File: src/rtl/pc_run_monitor.sv
// Watches the core PC: counts RUN cycles, keeps a circular trace of distinct PCs, flags halts.
// Trace reads return one cycle after rd_idx is presented; there is no backpressure, and run_en=0 freezes all state.
module pc_run_monitor #(
   parameter int ADDR_W        = 8,
   parameter int DEPTH         = 16,
   parameter int CNT_W         = 32,
   parameter int HALT_CYCLES   = 4,
   parameter int USE_HALT_ADDR = 0,
   parameter logic [ADDR_W-1:0] HALT_ADDR = ADDR_W'('hFC)
) (
   input  logic                     clk,
   input  logic                     rst_n,
   input  logic [ADDR_W-1:0]        pc,
   input  logic                     run_en,
   input  logic                     clr,
   input  logic [$clog2(DEPTH)-1:0] rd_idx,
   output logic [ADDR_W-1:0]        rd_data,
   output logic                     rd_hit,
   output logic [$clog2(DEPTH):0]   trace_count,
   output logic [CNT_W-1:0]         cycle_cnt,
   output logic                     halted,
   output logic [ADDR_W-1:0]        halt_pc,
   output logic [1:0]               state
);

   localparam int PW = $clog2(DEPTH);
   localparam int SW = $clog2(HALT_CYCLES + 1);

   typedef enum logic [1:0] {
      ST_IDLE   = 2'b00,
      ST_RUN    = 2'b01,
      ST_HALTED = 2'b10
   } state_t;

   state_t              cur_st, nxt_st;
   logic [ADDR_W-1:0]   trace_mem [DEPTH];
   logic [PW-1:0]       wptr, nxt_wptr;
   logic [ADDR_W-1:0]   prev_pc, nxt_prev;
   logic [SW-1:0]       stall_cnt, nxt_stall;
   logic [PW:0]         nxt_tc;
   logic [CNT_W-1:0]    nxt_cnt;
   logic                nxt_halted;
   logic [ADDR_W-1:0]   nxt_hpc;
   logic                wr_en;
   logic                at_halt_addr;
   logic [PW-1:0]       rd_slot;
   logic                rd_in_range;

   assign state        = cur_st;
   assign at_halt_addr = (USE_HALT_ADDR != 0) && (pc == HALT_ADDR);
   assign rd_slot      = wptr - PW'(1) - rd_idx;
   assign rd_in_range  = ({1'b0, rd_idx} < trace_count);

   always_ff @(posedge clk or negedge rst_n) begin
      if (!rst_n) cur_st <= ST_IDLE;
      else        cur_st <= nxt_st;
   end

   always_comb begin
      nxt_st     = cur_st;
      nxt_cnt    = cycle_cnt;
      nxt_tc     = trace_count;
      nxt_wptr   = wptr;
      nxt_prev   = prev_pc;
      nxt_stall  = stall_cnt;
      nxt_halted = halted;
      nxt_hpc    = halt_pc;
      wr_en      = 1'b0;
      if (clr) begin
         nxt_st     = ST_IDLE;
         nxt_cnt    = '0;
         nxt_tc     = '0;
         nxt_wptr   = '0;
         nxt_stall  = '0;
         nxt_halted = 1'b0;
         nxt_hpc    = '0;
      end else if (run_en) begin
         case (cur_st)
            ST_IDLE: begin
               wr_en     = 1'b1;
               nxt_wptr  = wptr + PW'(1);
               nxt_tc    = (PW+1)'(1);
               nxt_prev  = pc;
               nxt_stall = '0;
               nxt_cnt   = CNT_W'(1);
               nxt_st    = ST_RUN;
               if (at_halt_addr) begin
                  nxt_st     = ST_HALTED;
                  nxt_halted = 1'b1;
                  nxt_hpc    = pc;
               end
            end
            ST_RUN: begin
               if (cycle_cnt != '1) nxt_cnt = cycle_cnt + CNT_W'(1);
               if (pc != prev_pc) begin
                  wr_en     = 1'b1;
                  nxt_wptr  = wptr + PW'(1);
                  if (trace_count != (PW+1)'(DEPTH)) nxt_tc = trace_count + (PW+1)'(1);
                  nxt_prev  = pc;
                  nxt_stall = '0;
               end else begin
                  // stall_cnt counts repeats after the first sample of this PC
                  nxt_stall = stall_cnt + SW'(1);
                  if (nxt_stall == SW'(HALT_CYCLES - 1)) begin
                     nxt_st     = ST_HALTED;
                     nxt_halted = 1'b1;
                     nxt_hpc    = pc;
                  end
               end
               if (at_halt_addr) begin
                  nxt_st     = ST_HALTED;
                  nxt_halted = 1'b1;
                  nxt_hpc    = pc;
               end
            end
            ST_HALTED: ;
            default: nxt_st = ST_IDLE;
         endcase
      end
   end

   always_ff @(posedge clk or negedge rst_n) begin
      if (!rst_n) begin
         cycle_cnt   <= '0;
         trace_count <= '0;
         wptr        <= '0;
         prev_pc     <= '0;
         stall_cnt   <= '0;
         halted      <= 1'b0;
         halt_pc     <= '0;
         rd_data     <= '0;
         rd_hit      <= 1'b0;
         for (int i = 0; i < DEPTH; i++) trace_mem[i] <= '0;
      end else begin
         cycle_cnt   <= nxt_cnt;
         trace_count <= nxt_tc;
         wptr        <= nxt_wptr;
         prev_pc     <= nxt_prev;
         stall_cnt   <= nxt_stall;
         halted      <= nxt_halted;
         halt_pc     <= nxt_hpc;
         // read samples the pre-write array, so a same-slot write shows up next cycle
         rd_hit      <= rd_in_range;
         rd_data     <= rd_in_range ? trace_mem[rd_slot] : '0;
         if (wr_en) trace_mem[wptr] <= pc;
      end
   end

endmodule

File: config.mk
export PLATFORM = sky130hd
export DESIGN_NAME = pc_run_monitor
export DESIGN_NICKNAME = d
export VERILOG_FILES = /design/src/rtl/pc_run_monitor.sv
export SDC_FILE = /design/constraint.sdc
export NUM_CORES = 1
export LEC_CHECK = 0
export ABC_AREA = 1
export CORE_MARGIN = 1.5
export CORE_UTILIZATION = 60
export DETAILED_ROUTE_END_ITERATION = 10
export MAX_ROUTING_LAYER = met4
export PLACE_DENSITY = 0.79
export SLEW_MARGIN = 30
export SYNTH_ARGS = -nofsm -noshare
export SYNTH_HDL_FRONTEND = slang
export SYNTH_SLANG_ARGS = --single-unit
File: constraint.sdc
create_clock -name clk -period 2.95 [get_ports clk]
set_clock_uncertainty 0.05 [all_clocks]
set_input_delay 0.7375 -clock clk [delete_from_list [all_inputs] [get_ports clk]]
set_output_delay 0.7375 -clock clk [all_outputs]
set_load 0.005 [all_outputs]
==> flow_summary.json, run 1 <==
{
  "yosysMostFrequentCell": "nand2_1",
  "status": "completed",
  "antenna_cells": 0,
  "start_kind": "input pin",
  "final_area_um2": 12800,
  "yosys.area.top_type_share_pct": 45.3,
  "routedWlPerCell_um": 18.1,
  "pre_cts_slack_ps": -77.5,
  "gp_congestion": 0.977,
  "ys_warn_count": 0,
  "synth-async-reset-ratio_pct": 100,
  "cp_max_fo": 31,
  "avgSynthCellArea_um2": 7.43,
  "cts_tree": "done",
  "fill_cells": 1463,
  "synthFlopType": "dfrtp_1",
  "grt_pass1_wl_mm": 52.2,
  "clockBufferDepth": 2,
  "grt_pass1_vias": 10103,
  "critPathArrivalTime_ps": 2880,
  "synth_cell_types": 37,
  "drt-total-wl_mm": 32.5,
  "rsz0062_at_grt": "no",
  "dp.cells": 1761,
  "drt_iter0_markers": 1408,
  "end_kind": "register",
  "holdBufCountCts": 0,
  "die-width_um": 139,
  "drc": 0,
  "cts_resized": 0,
  "hold_viol_final": 0,
  "clock_tree.root_cell": "clkbuf_16",
  "stdcell_count": 1793,
  "min_period_ps": 2600,
  "syn_to_final_growth_pct": 16.1,
  "netlist.top_cell.by_area": "dfrtp_1",
  "fmax_ghz": 0.384,
  "cts.clk_slew.worst_paths_ps": 70,
  "cts_htree_levels": 4,
  "hpwl_mm": 21.9,
  "synth_edf_count": 0,
  "criticalPathCategory": "input pin to register",
  "dieArea_um2": 19200,
  "grtUsageTotal_pct": 34.9,
  "row_count": 49,
  "ant_nets": 0,
  "drive_gt1_share_pct": 7.23,
  "yosys-top-cells-count": "568 x nand2_1, 200 x dfrtp_1, 160 x nand4_1, 126 x nor2_1, 110 x nand3_1",
  "ir_worst_vdd_uv": 557,
  "synthCells": 1487,
  "antenna_found_initial": 0,
  "first_pass_iters": 6,
  "via_per_inst": 6.06,
  "ys_ff_latch": 200,
  "syn_area_um2": 11000,
  "via_count": 10860,
  "grt.overflow.total": 0,
  "nNetsFinal": 1583,
  "synth_nets": 1519,
  "p_leak_nw": 6.25,
  "num_io_pins": 73,
  "maxSlewViolCount": 0,
  "initial_core_util_pct": 61.3,
  "power_w": 0.00867,
  "yosysSeqAreaShare_pct": 45.3,
  "post_dp_cell_area_um2": 12200,
  "slew_headroom_pct": 57.7,
  "clock-sinks": 200,
  "setup_ws_ps": 349,
  "max_cap_violations": 0,
  "worst_pin_slew_ps": 632,
  "synthTopCellsByArea": "dfrtp_1 45%, nand2_1 19%, nand4_1 9.1%, nand3_1 5.0%, nor2_1 4.3%",
  "hold_class": "input pin to async pin",
  "required_ps": 3230,
  "setup_viol": 0,
  "reg2reg_slack_ps": 650,
  "worstSkewPairLatency_ps": 450,
  "grt_max_degree": 68,
  "cts_buffers": 17,
  "die_h_um": 139,
  "post_cts_buffers": 0,
  "power.density_nw_per_um2": 676,
  "io_buffers": 72,
  "core-area_um2": 18000,
  "fin_crit_sh_pct": 88.2
}
==> metal layers <==
metal	up-vias	part of all wire [%]	track usage (%)
met5	-	0	-
met4	0	3.7	11.2
met1	5145	42	47.7
met3	112	8.8	6.22
met2	563	46	53.4
li1	5040	-	-
==> critical path: stages <==
cell and delay (ps):
clkdlybuf4s50_1 490, inv_1 50, ha_2 180, inv_1 70, fa_1 480, inv_1 130, buf_12 180, nand3_1 100
a21oi_1 190, o21ai_0 130, nand2_1 90, nor2_1 40
==> state kept, by name (all words and copies together) (netlist names) <==
| name | flops |
|---|---|
| cycle_cnt | 32 |
| halt_pc | 8 |
| halted | 1 |
| prev_pc | 8 |
| rd_data | 8 |
| rd_hit | 1 |
| stall_cnt | 3 |
| state | 2 |
| trace_count | 5 |
| trace_mem | 128 |
| wptr | 4 |
==> per-stage QoR <==
stage | hold slack, ps | setup TNS (ps) | util [%]
6_report | 233 | 0 | 71.2
5_1_grt | 283 | 0 | 71.2
4_1_cts | 272 | 0 | 71.2
3_5_place_dp | 409 | -392 | 67.6
3_3_place_gp | 404 | -165 | 67.6
2_1_floorplan | 387 | 0 | -
==> cell families after synthesis <==
family,Yosys count,share of synthesized area (%)
and+or+nand+nor,994,39.7
adders and majority gates,16,1.88
DFF,200,45.3
buffers and inverters,163,7.07
xor gates and xnor gates,22,1.74
AOI/OAI and AO/OA,92,4.32
==> worst paths after layout <==
| kind | to | from | depth (start not counted) |
|---|---|---|---|
| setup / recovery | rd_data[1]$_DFF_PN0_ | rd_idx[0] | 12 |
| hold / removal | prev_pc[6]$_DFFE_PN0P_ | rst_n | 1 |
| setup reg to reg | rd_data[5]$_DFF_PN0_ | wptr[0]$_DFFE_PN0P_ | 10 |
| hold reg to reg | trace_mem[43]$_DFFE_PN0P_ | trace_mem[43]$_DFFE_PN0P_ | 2 |
| max in group asynchronous | trace_mem[54]$_DFFE_PN0P_ | rst_n | 2 |
| min in group clk | trace_mem[43]$_DFFE_PN0P_ | trace_mem[43]$_DFFE_PN0P_ | 2 |
==> area by class of cell <==
class / count / area (um^2) / area share (%)
inverter: 78 / 293 / 2.28
tap: 229 / 287 / 2.23
clock buffer: 20 / 457 / 3.56
multi-input combinational: 1124 / 5280 / 41.1
timing repair buffer: 130 / 1320 / 10.3
sequential: 200 / 5000 / 39.0
clock inverter: 12 / 190 / 1.48
==> cell usage in the layout, fill, tap and decap left out, drive strengths merged <==
cell,Yosys,routed
clkinvlp,0,4
o21bai,1,1
clkinv,1,2
nor2,132,132
a21boi,1,1
clkdlybuf4s50,0,71
clkbuf,31,21
fa,1,1
nand2,573,573
nand4,160,160
nand3,111,111
xor2,15,15
nand3b,2,2
nor4,1,1
o21ai,54,54
nor3,10,10
o221ai,1,1
inv,77,80
nor3b,2,2
or2,3,3
buf,54,58
dfrtp,200,200
ha,15,15
a21oi,32,32
o22ai,3,3
xnor2,7,7
bufinv,0,4
==> where the power goes <==
part           switching (W)  internal [W]
combinational        0.00168      0.000956
clock                0.00111       0.00148
sequential          0.000306       0.00314
Note: power is estimated with default switching activity, not from simulation.
==> run 2: changes to the inputs <==
- TNS_END_PERCENT: default -> 100
==> results of run 2 <==
No change in the layout: final DEF, timing and power equal those of run 1.
==> run 3: changes to the inputs <==
- ABC_CLOCK_PERIOD_IN_PS: default -> 2700
- clock period: 2.95 -> 2.7 ns (I/O delays scaled with it)
==> flow_summary.json, run 3 (synthesized netlist as in run 1, its figures left out) <==
{
  "p_seq_share_pct": 39.8,
  "p_int_w": 0.00613,
  "min_period_ps": 2540,
  "required_ps": 2970,
  "initial_core_util_pct": 61.3,
  "regMostFlops": "trace_mem",
  "routedWlPerCell_um": 17.7,
  "core-area_um2": 18000,
  "grt_pass1_vias": 10018,
  "dieArea_um2": 19200,
  "clockBufferDepth": 2,
  "start_kind": "input pin",
  "hpwl_mm": 22.1,
  "dp.cells": 1787,
  "cts.clk_slew.worst_paths_ps": 80,
  "via_count": 10783,
  "cts_tree": "done",
  "cts_resized": 0,
  "die_h_um": 139,
  "maxSlewViolCount": 0,
  "holdBufCountCts": 0,
  "fmax_ghz": 0.394,
  "hold_slack_ps": 145,
  "setup_tns_ps": 0,
  "setup_viol": 0,
  "drc": 0,
  "status": "completed",
  "cp_max_fo": 31,
  "ir_worst_vdd_uv": 575,
  "worstSkewPairLatency_ps": 440,
  "cts_htree_levels": 4,
  "drt_iter0_markers": 1348,
  "clock_tree.root_cell": "clkbuf_16",
  "post_cts_buffers": 0,
  "final_common_cell": "nand2_1",
  "antenna_found_initial": 0,
  "fin_crit_sh_pct": 94.0,
  "ant_nets": 0,
  "max_cap_violations": 0,
  "end_kind": "register",
  "grt_max_degree": 67,
  "via_per_inst": 5.93,
  "die-width_um": 139,
  "row_count": 49,
  "stdcell_count": 1817,
  "grt_pass1_wl_mm": 52.4,
  "cts_buffers": 17,
  "reg2reg_slack_ps": 360,
  "clock-sinks": 200,
  "p_switching_w": 0.00332,
  "antenna_cells": 0,
  "power.density_nw_per_um2": 728,
  "drt-total-wl_mm": 32.1,
  "switching_share_pct": 35.1,
  "grt.overflow.total": 0,
  "mostFrequentLayoutCells": "568 x nand2_1, 200 x dfrtp_1, 160 x nand4_1",
  "worst_pin_slew_ps": 564,
  "largest_register_ff_count": 128,
  "hold_viol_final": 0,
  "p_leak_nw": 6.37,
  "first_pass_iters": 5,
  "drive_gt1_share_pct": 8.63,
  "nNetsFinal": 1609,
  "slew_headroom_pct": 62.4,
  "reg2reg_depth": 10,
  "rsz0062_at_grt": "no",
  "clkPwrFrac_pct": 28.8,
  "timing.rr.end": "rd_data[6]$_DFF_PN0_",
  "r2r-start": "wptr[0]$_DFFE_PN0P_",
  "grtUsageTotal_pct": 35.1,
  "num_io_pins": 73,
  "critPathArrivalTime_ps": 2810,
  "largestRegisters": "trace_mem x128, cycle_cnt x32",
  "syn_to_final_growth_pct": 17.5,
  "io_buffers": 72,
  "hold_class": "input pin to async pin",
  "comb_power_share_pct": 31.4,
  "gp_congestion": 0.976,
  "criticalPathCategory": "input pin to register"
}
==> run 3: power groups by stage <==
stage	sequential, W	clock, W	combinational [W]
after floorplan	0.00367	0	0.00181
after global placement	0.00379	0	0.00285
after detailed placement	0.00380	0	0.00291
after CTS	0.00375	0.00273	0.00293
after global routing	0.00380	0.00284	0.00329
final	0.00377	0.00272	0.00296
==> run 3: per-layer routing <==
metal	GRT usage (%)	part of all wire, %
met1	47.9	42
met2	53.6	46
met4	11.5	2.8
met5	-	0
met3	6.08	8.2
==> run 3: cell type report <==
class / count / area (um^2)
Clock inverter: 11 / 170
Tap cell: 229 / 287
Sequential cell: 200 / 5000
Fill cell: 1407 / 5050
Multi-Input combinational cell: 1124 / 5280
Timing Repair Buffer: 156 / 1510
Clock buffer: 19 / 443
Inverter: 78 / 293
==> run 3: through the flow <==
stage / instance area [um^2] / utilization [%] / power [W] / setup WS, ps
floorplan: 11000 / - / 0.00548 / 129
global placement: 12400 / 68.6 / 0.00664 / -263
detailed placement: 12400 / 68.6 / 0.00671 / -275
CTS: 13000 / 72.0 / 0.00941 / 166
global route: 13000 / 72.0 / 0.00993 / 25.5
finish: 13000 / 72.0 / 0.00945 / 162
==> run 3: critical path, cell delays in order <==
cell and delay (ps):
clkdlybuf4s50_1 470, inv_1 50, ha_2 180, inv_1 60, fa_1 480, inv_1 140, buf_12 190, nand3_1 90
a21oi_1 210, o21ai_0 130, nand2_1 90, nor2_1 40
==> run 3: how the worst max path moves through the flow <==
stage | start | end | cells after the start
2_1_floorplan | rd_idx[0] | rd_data[0]$_DFF_PN0_ | 11
3_3_place_gp | rd_idx[0] | rd_data[0]$_DFF_PN0_ | 12
3_5_place_dp | rd_idx[0] | rd_data[6]$_DFF_PN0_ | 12
4_1_cts | rd_idx[0] | rd_data[6]$_DFF_PN0_ | 12
5_1_grt | rd_idx[0] | rd_data[2]$_DFF_PN0_ | 12
6_report | rd_idx[0] | rd_data[0]$_DFF_PN0_ | 12
